**config.mk**
```make
export PLATFORM = sky130hd
export DESIGN_NAME = alu_div_sequencer
export DESIGN_NICKNAME = d
export VERILOG_FILES = /design/src/rtl/alu_div_sequencer.sv
export SDC_FILE = /design/constraint.sdc
export NUM_CORES = 1
export LEC_CHECK = 0
export CAP_MARGIN = 30
export CORE_ASPECT_RATIO = 0.8
export CORE_MARGIN = 2
export CORE_UTILIZATION = 46
export DETAILED_ROUTE_END_ITERATION = 7
export PLACE_DENSITY = 0.9
export SETUP_SLACK_MARGIN = 0.2
export SYNTH_ARGS = -nofsm -noshare
export SYNTH_HDL_FRONTEND = slang
export SYNTH_SLANG_ARGS = --single-unit
```
**constraint.sdc**
```tcl
create_clock -name Clk -period 2 [get_ports Clk]
set_input_delay 0.2 -clock Clk [delete_from_list [all_inputs] [get_ports Clk]]
set_output_delay 0.2 -clock Clk [all_outputs]
set_load 0.03 [all_outputs]
```
**src/rtl/alu_div_sequencer.sv**
```systemverilog
// alu_div_sequencer: 8-bit restoring divider that drives the shared add/sub ALU one quotient bit per cycle.
// Optional signed mode is enabled with `define ALU_DIV_SIGNED_EN.
module alu_div_sequencer (
    input  logic       Clk,
    input  logic       Reset,
    input  logic       Start,
    input  logic [7:0] Dividend,
    input  logic [7:0] Divisor,
    output logic       Busy,
    output logic       Done,
    output logic       DivByZero,
    output logic [7:0] Quotient,
    output logic [7:0] Remainder,
    output logic [7:0] AluA,
    output logic [7:0] AluB,
    output logic       AluOP,
    input  logic [7:0] AluOut,
    input  logic       AluZero,
    input  logic       AluLT
);
    typedef enum logic [1:0] {IDLE, ITER, DONE} state_t;
    state_t     state_q;
    logic [7:0] r_q, q_q, d_q, r_d, q_d, t;
    logic [7:0] quo_q, rem_q, a_mag, b_mag, quo_fin, rem_fin;
    logic [2:0] cnt_q;
    logic       busy_q, done_q, dbz_q, in_iter, start_ok;
    logic       unused_alu_zero;
    assign unused_alu_zero = AluZero;
`ifdef ALU_DIV_SIGNED_EN
    logic qneg_q, rneg_q;
`endif
    // Trial subtract on the ALU, restore step, and result/operand conditioning
    always_comb begin
        t        = {r_q[6:0], q_q[7]};
        in_iter  = state_q == ITER;
        start_ok = Start && !in_iter;
        AluA     = in_iter ? t : 8'd0;
        AluB     = in_iter ? d_q : 8'd0;
        AluOP    = in_iter;
        r_d      = AluLT ? t : AluOut;
        q_d      = {q_q[6:0], ~AluLT};
`ifdef ALU_DIV_SIGNED_EN
        a_mag    = Dividend[7] ? -Dividend : Dividend;
        b_mag    = Divisor[7] ? -Divisor : Divisor;
        quo_fin  = qneg_q ? -q_d : q_d;
        rem_fin  = rneg_q ? -r_d : r_d;
`else
        a_mag    = Dividend;
        b_mag    = Divisor;
        quo_fin  = q_d;
        rem_fin  = r_d;
`endif
    end
    // Control FSM with registered status and result outputs
    always_ff @(posedge Clk) begin
        if (Reset) begin
            state_q <= IDLE;
            busy_q  <= 1'b0;
            done_q  <= 1'b0;
            dbz_q   <= 1'b0;
            quo_q   <= 8'd0;
            rem_q   <= 8'd0;
            r_q     <= 8'd0;
            q_q     <= 8'd0;
            d_q     <= 8'd0;
            cnt_q   <= 3'd0;
`ifdef ALU_DIV_SIGNED_EN
            qneg_q  <= 1'b0;
            rneg_q  <= 1'b0;
`endif
        end else if (in_iter) begin
            r_q   <= r_d;
            q_q   <= q_d;
            cnt_q <= cnt_q - 3'd1;
            if (cnt_q == 3'd0) begin
                state_q <= DONE;
                busy_q  <= 1'b0;
                done_q  <= 1'b1;
                quo_q   <= quo_fin;
                rem_q   <= rem_fin;
            end
        end else if (start_ok && Divisor == 8'd0) begin
            state_q <= DONE;
            done_q  <= 1'b1;
            dbz_q   <= 1'b1;
            quo_q   <= 8'hFF;
            rem_q   <= Dividend;
        end else if (start_ok) begin
            state_q <= ITER;
            busy_q  <= 1'b1;
            done_q  <= 1'b0;
            dbz_q   <= 1'b0;
            r_q     <= 8'd0;
            q_q     <= a_mag;
            d_q     <= b_mag;
            cnt_q   <= 3'd7;
`ifdef ALU_DIV_SIGNED_EN
            qneg_q  <= Dividend[7] ^ Divisor[7];
            rneg_q  <= Dividend[7];
`endif
        end else begin
            state_q <= IDLE;
            done_q  <= 1'b0;
        end
    end
    assign Busy      = busy_q;
    assign Done      = done_q;
    assign DivByZero = dbz_q;
    assign Quotient  = quo_q;
    assign Remainder = rem_q;
endmodule

```
==> flow_metrics.py <==
metrics = {
    "worst_setup_path": {
        "critPathRequiredTime_ns": 1.80,
        "critical_path.startpoint_type": "register",
        "worstReg2RegEnd": "Quotient[1]",
        "rr_worst_depth": 6,
        "worst-setup-path-type": "reg2out",
        "worst_ep_arrival_time_ns": 1.56,
        "worst_reg2reg_setup_slack_ns": 0.32,
        "timing.critical_path.cells": "nand2b_2, clkinvlp_4, buf_12, and2_2, buf_4",
        "reg2reg_from": "state_q[1]",
        "critical_path_peak_fanout": 38,
        "critical-path-max-stage-delay_ns": 0.34,
        "end_kind": "output pin",
        "slowest_stage": "dfxtp_1",
    },
    "logic_synthesis": {
        "synthesis.area_per_instance_um2": 9.170,
        "syn_inst": 225,
        "postSynthNetCount": 256,
        "postSynth.topFlopCell": "dfxtp_1",
        "synth_top_area_share_pct": 45.60,
        "yosysSeqAreaShare_pct": 45.60,
        "synth_enable_flop_cells": 0,
        "asyncSetResetFlopFracSynth_pct": 0,
        "synth-warning-count": 0,
        "post_synth_num_cell_types": 32,
        "synthTopCellsByArea": "dfxtp_1, mux2i_1, nor2_1, and2_1, nand2_1",
        "synth_seq_cells": 47,
        "yosys.area.top_type": "dfxtp_1",
        "post_synth_instance_area_um2": 2063,
    },
    "floorplanning": {
        "core_area_um2": 4257,
        "floorplan.die.width_um": 78.88,
        "floorplan.die_area_um2": 5040,
        "row_count": 21,
        "io_pins": 65,
        "floorplan.die.height_um": 63.90,
        "floorplan.initialDensity_pct": 48.47,
    },
    "global_route": {
        "grt.total_usage_pct": 22.24,
        "first_global_vias": 1844,
        "largest_net_degree_at_the_start_of_global_routing": 39,
        "grt_pass1_wl_um": 8866,
        "antenna_found_initial": 0,
        "grt.overflow.total": 0,
    },
    "clocking": {
        "ctsRootBufferMaster": "clkbuf_8",
        "cts_tree": "yes",
        "worstSkewPairLatency_ns": 0.31,
        "cts_htree_levels": 2,
        "path_clk_slew_ns": 0.10,
        "numCtsBuffers": 5,
        "cts.path.max_buffers": 2,
        "clkSinkCount": 47,
    },
    "timing": {
        "grt_setup_unrepaired": "false",
        "tightestPinTransition_ns": 0.5234,
        "max_freq_mhz": 567.8,
        "finalSetupViolCount": 0,
        "setup_total_negative_slack_ns": 0,
        "timing.clock.skew_ns": 0.01412,
        "report.final.hold_viol_count": 0,
        "post-route-period-util_pct": 88.05,
        "maxSlewViolCount": 0,
        "fin_ws_ns": 0.2390,
        "worst_slew_margin_rel_pct": 64.99,
        "layout_min_cycle_time_ns": 1.761,
        "finalHoldWorstSlack_ns": 0.1914,
    },
    "place": {
        "placed_cell_area_um2": 2788,
        "post-dp-hpwl_um": 3775,
        "post-place-ws_ns": -0.2477,
        "io_buffers": 63,
        "finalWeightedCongestion": 0.7980,
    },
    "cells_and_area": {
        "antenna-diode-count": 0,
        "layout_commonest_cell": "dfxtp_1",
        "layout.area.seq_um2": 940.9,
        "fillers": 336,
        "layout_common_cells": "dfxtp_1, nor2_1, clkdlybuf4s50_1",
        "area_delta_synth_final_pct": 43.84,
        "layout.nets": 332,
        "utilization_pct": 69.72,
        "final_cell_area_um2": 2968,
        "total_area_of_multi_input_combinational_cells_um2": 1040,
        "drive_above_1_share_pct": 22.85,
    },
    "route": {
        "vias_per_cell": 5.384,
        "drt_first_pass_iters": 4,
        "initialDrtViolationCount": 191,
        "totalWireLength_um": 5610,
        "remaining_drcs": 0,
        "wl_per_cell_um": 15.63,
        "detailroute.via_count": 1933,
        "ant_nets": 0,
    },
    "min_path": {
        "timing.hold.worst_path_depth": 3,
        "holdPathEnd": "d_q[3]",
        "holdCritStartpoint": "Divisor[3]",
        "timing.hold.worst.class": "in2reg",
    },
    "pwr": {
        "ir_drop_worst_vdd_v": 0.0005022,
        "pleak_uw": 0.001285,
        "pwr_density_cell_nw_per_um2": 745.1,
    },
    "run": {
        "max_cap_viols": 0,
    },
    "outcome": {
        "status": "finished, final reports clean",
    },
}
[power breakdown]
part | internal [uW] | switching, uW
sequential | 1010 | 45.4
combinational | 247 | 288
clock | 283 | 341
total | 1540 | 675
[sequential cells by signal, indices dropped and copies added (netlist names)]
register and cells:
Done 1, Quotient 8, Busy 1, Remainder 8, d_q 8, cnt_q 3
q_q 8, r_q 7, state_q 2, DivByZero 1
[layout make-up]
cell class | instances | area share, %
clock buffers | 6 | 2.782
clock inverters | 2 | 0.5481
inverters | 7 | 1.012
multi-input cells | 156 | 35.03
flip-flops and latches | 47 | 31.70
well taps | 57 | 2.403
repair buffers | 84 | 26.52
[layer usage]
metal / track usage (%) / vias up / share of wire, %
li1: - / 937 / -
met1: 28.79 / 909 / 45
met2: 36.54 / 78 / 46
met3: 6.073 / 9 / 8.1
met4: 6.466 / 0 / 1.4
met5: 0 / - / 0
[worst max-delay path by stage]
| stage | start | to | slack (ns) |
|---|---|---|---|
| after CTS | Divisor[3] | DivByZero | 0.20 |
| after detailed placement | Divisor[3] | q_q[6] | -0.25 |
| after global routing | state_q[1] | AluA[6] | 0.19 |
| after global placement | Divisor[3] | q_q[6] | -0.19 |
| after floorplan | state_q[1] | AluA[5] | 0.24 |
| final | state_q[1] | AluA[6] | 0.24 |
[timing repair]
item                       in CTS  in global routing
buffers inserted                3                  2
pin swaps                       4                  8
hold buffers                    0                  0
cloned                          1                  1
setup endpoints to repair      27                 55
resized for setup               9                  7
[critical path: cells and delay by family (launching register included)]
family                 cells  cell delay, ns
DFF                        1            0.34
and+or+nand+nor            2            0.35
buffers and inverters      3            0.56
[Yosys cell counts, types with 2 or more instances]
master,n
dfxtp_1,47
nor2_1,40
and2_1,17
nand2_1,17
mux2i_1,16
a21oi_1,12
clkbuf_1,10
nor3_1,10
o211ai_1,8
inv_1,7
o2bb2ai_1,7
a211oi_1,4
o221a_1,4
o221a_2,3
buf_2,2
ha_1,2
nand2b_1,2
nor3_2,2
or4_4,2
[per-stage QoR]
step / power (uW) / instances
6_report: 2211 / 359
5_1_grt: 2310 / 359
4_1_cts: 2197 / 356
3_5_place_dp: 1579 / 344
3_3_place_gp: 1563 / 344
2_1_floorplan: 1371 / 225
[kinds of logic (layout without fill, tap and decap cells)]
family	Yosys count	in the layout	synth area share, %
adders and majority gates	2	2	1.213
AOI/OAI and AO/OA	44	45	18.25
buffers and inverters	23	99	5.337
DFF	47	47	45.60
muxes	16	16	7.762
and+or+nand+nor	93	93	21.83
Note: power is estimated with default switching activity, not from simulation.
==> variant (config.mk and constraints unchanged) <==
Add an input register stage for `Start`, `AluOut`, `AluZero` and `AluLT`; this delays them by one clock. The other inputs are not delayed to match.
--- a/src/rtl/alu_div_sequencer.sv
+++ b/src/rtl/alu_div_sequencer.sv
@@ -20,4 +20,17 @@
 );
     typedef enum logic [1:0] {IDLE, ITER, DONE} state_t;
+
+    logic Start_q;
+    logic [7:0] AluOut_q;
+    logic AluZero_q;
+    logic AluLT_q;
+
+    always_ff @(posedge Clk) begin
+        Start_q   <= Start;
+        AluOut_q  <= AluOut;
+        AluZero_q <= AluZero;
+        AluLT_q   <= AluLT;
+    end
+
     state_t     state_q;
     logic [7:0] r_q, q_q, d_q, r_d, q_d, t;
@@ -26,5 +39,5 @@
     logic       busy_q, done_q, dbz_q, in_iter, start_ok;
     logic       unused_alu_zero;
-    assign unused_alu_zero = AluZero;
+    assign unused_alu_zero = AluZero_q;
 `ifdef ALU_DIV_SIGNED_EN
     logic qneg_q, rneg_q;
@@ -34,10 +47,10 @@
         t        = {r_q[6:0], q_q[7]};
         in_iter  = state_q == ITER;
-        start_ok = Start && !in_iter;
+        start_ok = Start_q && !in_iter;
         AluA     = in_iter ? t : 8'd0;
         AluB     = in_iter ? d_q : 8'd0;
         AluOP    = in_iter;
-        r_d      = AluLT ? t : AluOut;
-        q_d      = {q_q[6:0], ~AluLT};
+        r_d      = AluLT_q ? t : AluOut_q;
+        q_d      = {q_q[6:0], ~AluLT_q};
 `ifdef ALU_DIV_SIGNED_EN
         a_mag    = Dividend[7] ? -Dividend : Dividend;
Check against the original RTL: not equivalent (Yosys sat finds a counterexample within 4 cycles, from zero or initial values and one cycle with Reset high).
==> variant against the original RTL <==
- global-route usage grew 1.0 points
- via count grew 3.4%
- worst setup slack worse by 0.067 ns
- critical path type unchanged
- maximum frequency down 3.7%
- sequential cell count grew 10
- synthesized cell count is 3.6% higher
- largest power group unchanged
- sequential power is 22% higher
- final area is 12% higher
- total power increased by 35%
- synthesized area is 8.9% higher
- wire length rose by 6.2%
==> variant: results (changes against the original RTL) <==
[run_status]
outcome=finished clean  ; unchanged

[worst_hold_path]
critical_hold_path_startpoint=Divisor[1]  ; was Divisor[3]

[grt]
first_global_vias=1890  ; was 1844
grt.total_usage_pct=23.3  ; was 22.2%
grt_first_pass_wirelength_mm=9.20  ; was 8.87 mm

[placement]
placement.setup.worst_slack_ns=-0.322  ; was -0.248 ns
place_inst=351  ; was 344
place_area_sq_um=2960  ; was 2790 sq um
gp_congestion=0.805  ; was 0.798

[worst_setup_path]
timing.critical_path.arrival_ns=1.63  ; was 1.56 ns
critPathMaxFanout=8  ; was 38
cp_top_family=buffers and inverters  ; unchanged

[route]
firstDrtPassIters=6  ; was 4
drt_iter0_drc=121  ; was 191
routed_wire_length_per_instance_um=15.9  ; was 15.6 um
vias_per_cell=5.33  ; was 5.38
met1_wire_length_mm=2.48  ; was 2.52 mm
dr_wl_met3_um=544  ; was 456 um
totalWireLength_mm=5.96  ; was 5.61 mm
route.met2.wl_mm=2.80  ; was 2.56 mm

[yosys]
synth.yosys.seq_area_share_pct=50.8  ; was 45.6%
yosys.area_share.adder_pct=1.11  ; was 1.21%
synth_compound_area_share_pct=17.0  ; was 18.3%
synth_commonest_cells=57 x sky130_fd_sc_hd__dfxtp_1, 39 x sky130_fd_sc_hd__nor2_1, 17 x sky130_fd_sc_hd__nand2_1, 16 x sky130_fd_sc_hd__and2_1, 16 x sky130_fd_sc_hd__mux2i_1  ; was 47 x sky130_fd_sc_hd__dfxtp_1, 40 x sky130_fd_sc_hd__nor2_1, 17 x sky130_fd_sc_hd__and2_1, 17 x sky130_fd_sc_hd__nand2_1, 16 x sky130_fd_sc_hd__mux2i_1
synth_top_cells_by_area=sky130_fd_sc_hd__dfxtp_1 51%, sky130_fd_sc_hd__mux2i_1 7.1%, sky130_fd_sc_hd__nor2_1 6.5%  ; was sky130_fd_sc_hd__dfxtp_1 46%, sky130_fd_sc_hd__mux2i_1 7.8%, sky130_fd_sc_hd__nor2_1 7.3%
synth.mux.area_fraction_pct=7.13  ; was 7.76%
synth_nets=264  ; was 256

[cts]
clkSlewWorstSetupHoldPaths_ns=0.06  ; was 0.10 ns
tritoncts.num_buffers=9  ; was 5
h_tree_depth_reported_by_cts=3  ; was 2
clk_path_buf_depth=2  ; unchanged
clk-insertion-delay-late_ns=0.34  ; was 0.31 ns

[power]
p_seq_mw=1.28  ; was 1.05 mW
netSwitchingPower_mw=0.796  ; was 0.675 mW
pwr-share-comb_pct=18.7  ; was 24.2%
switching_share_pct=26.7  ; was 30.5%
peakVddDrop_uv=537  ; was 502 uV
p_leak_nw=1.44  ; was 1.29 nW

[sta]
fin_skew_ns=0.0115  ; was 0.0141 ns
worst-slew-pin-transition_ns=0.591  ; was 0.523 ns

[cells_and_area]
post_route_cells_drive_above_1_share_pct=22.5  ; was 22.8%
nets=341  ; was 332

[variant: final cells by class]
class                   instances  area [sq um]
clock buffers                  10           128
clock inverters                 6          82.6
fillers                       347          1340
inverters                       6          26.3
multi-input cells             153          1040
flip-flops and latches         57          1140
well taps                      60          75.1
repair buffers                 83           822
[variant: timing repair]
item | in CTS | in global routing
pin swaps | 4 | 5
cloned | 1 | 1
hold buffers | 0 | 0
gates resized for setup | 5 | 14
setup endpoints to repair | 24 | 38
setup buffers | 4 | 2
[variant: path summary, 6_finish.rpt]
path                               endpoint  slack [ns]  depth (start not counted)
setup reg to reg  Remainder[4]$_SDFFE_PP0P_        0.25                          6
setup / recovery                    AluB[0]        0.17                          5
hold reg to reg   Remainder[5]$_SDFFE_PP0P_        0.45                          2
hold / removal          d_q[1]$_SDFFE_PP0P_        0.17                          3
[variant: routing by layer]
layer	GRT usage [%]	up-vias
li1	-	962
met1	29.1	919
met5	0	-
met4	10.4	0
met2	35.0	104
met3	9.62	14
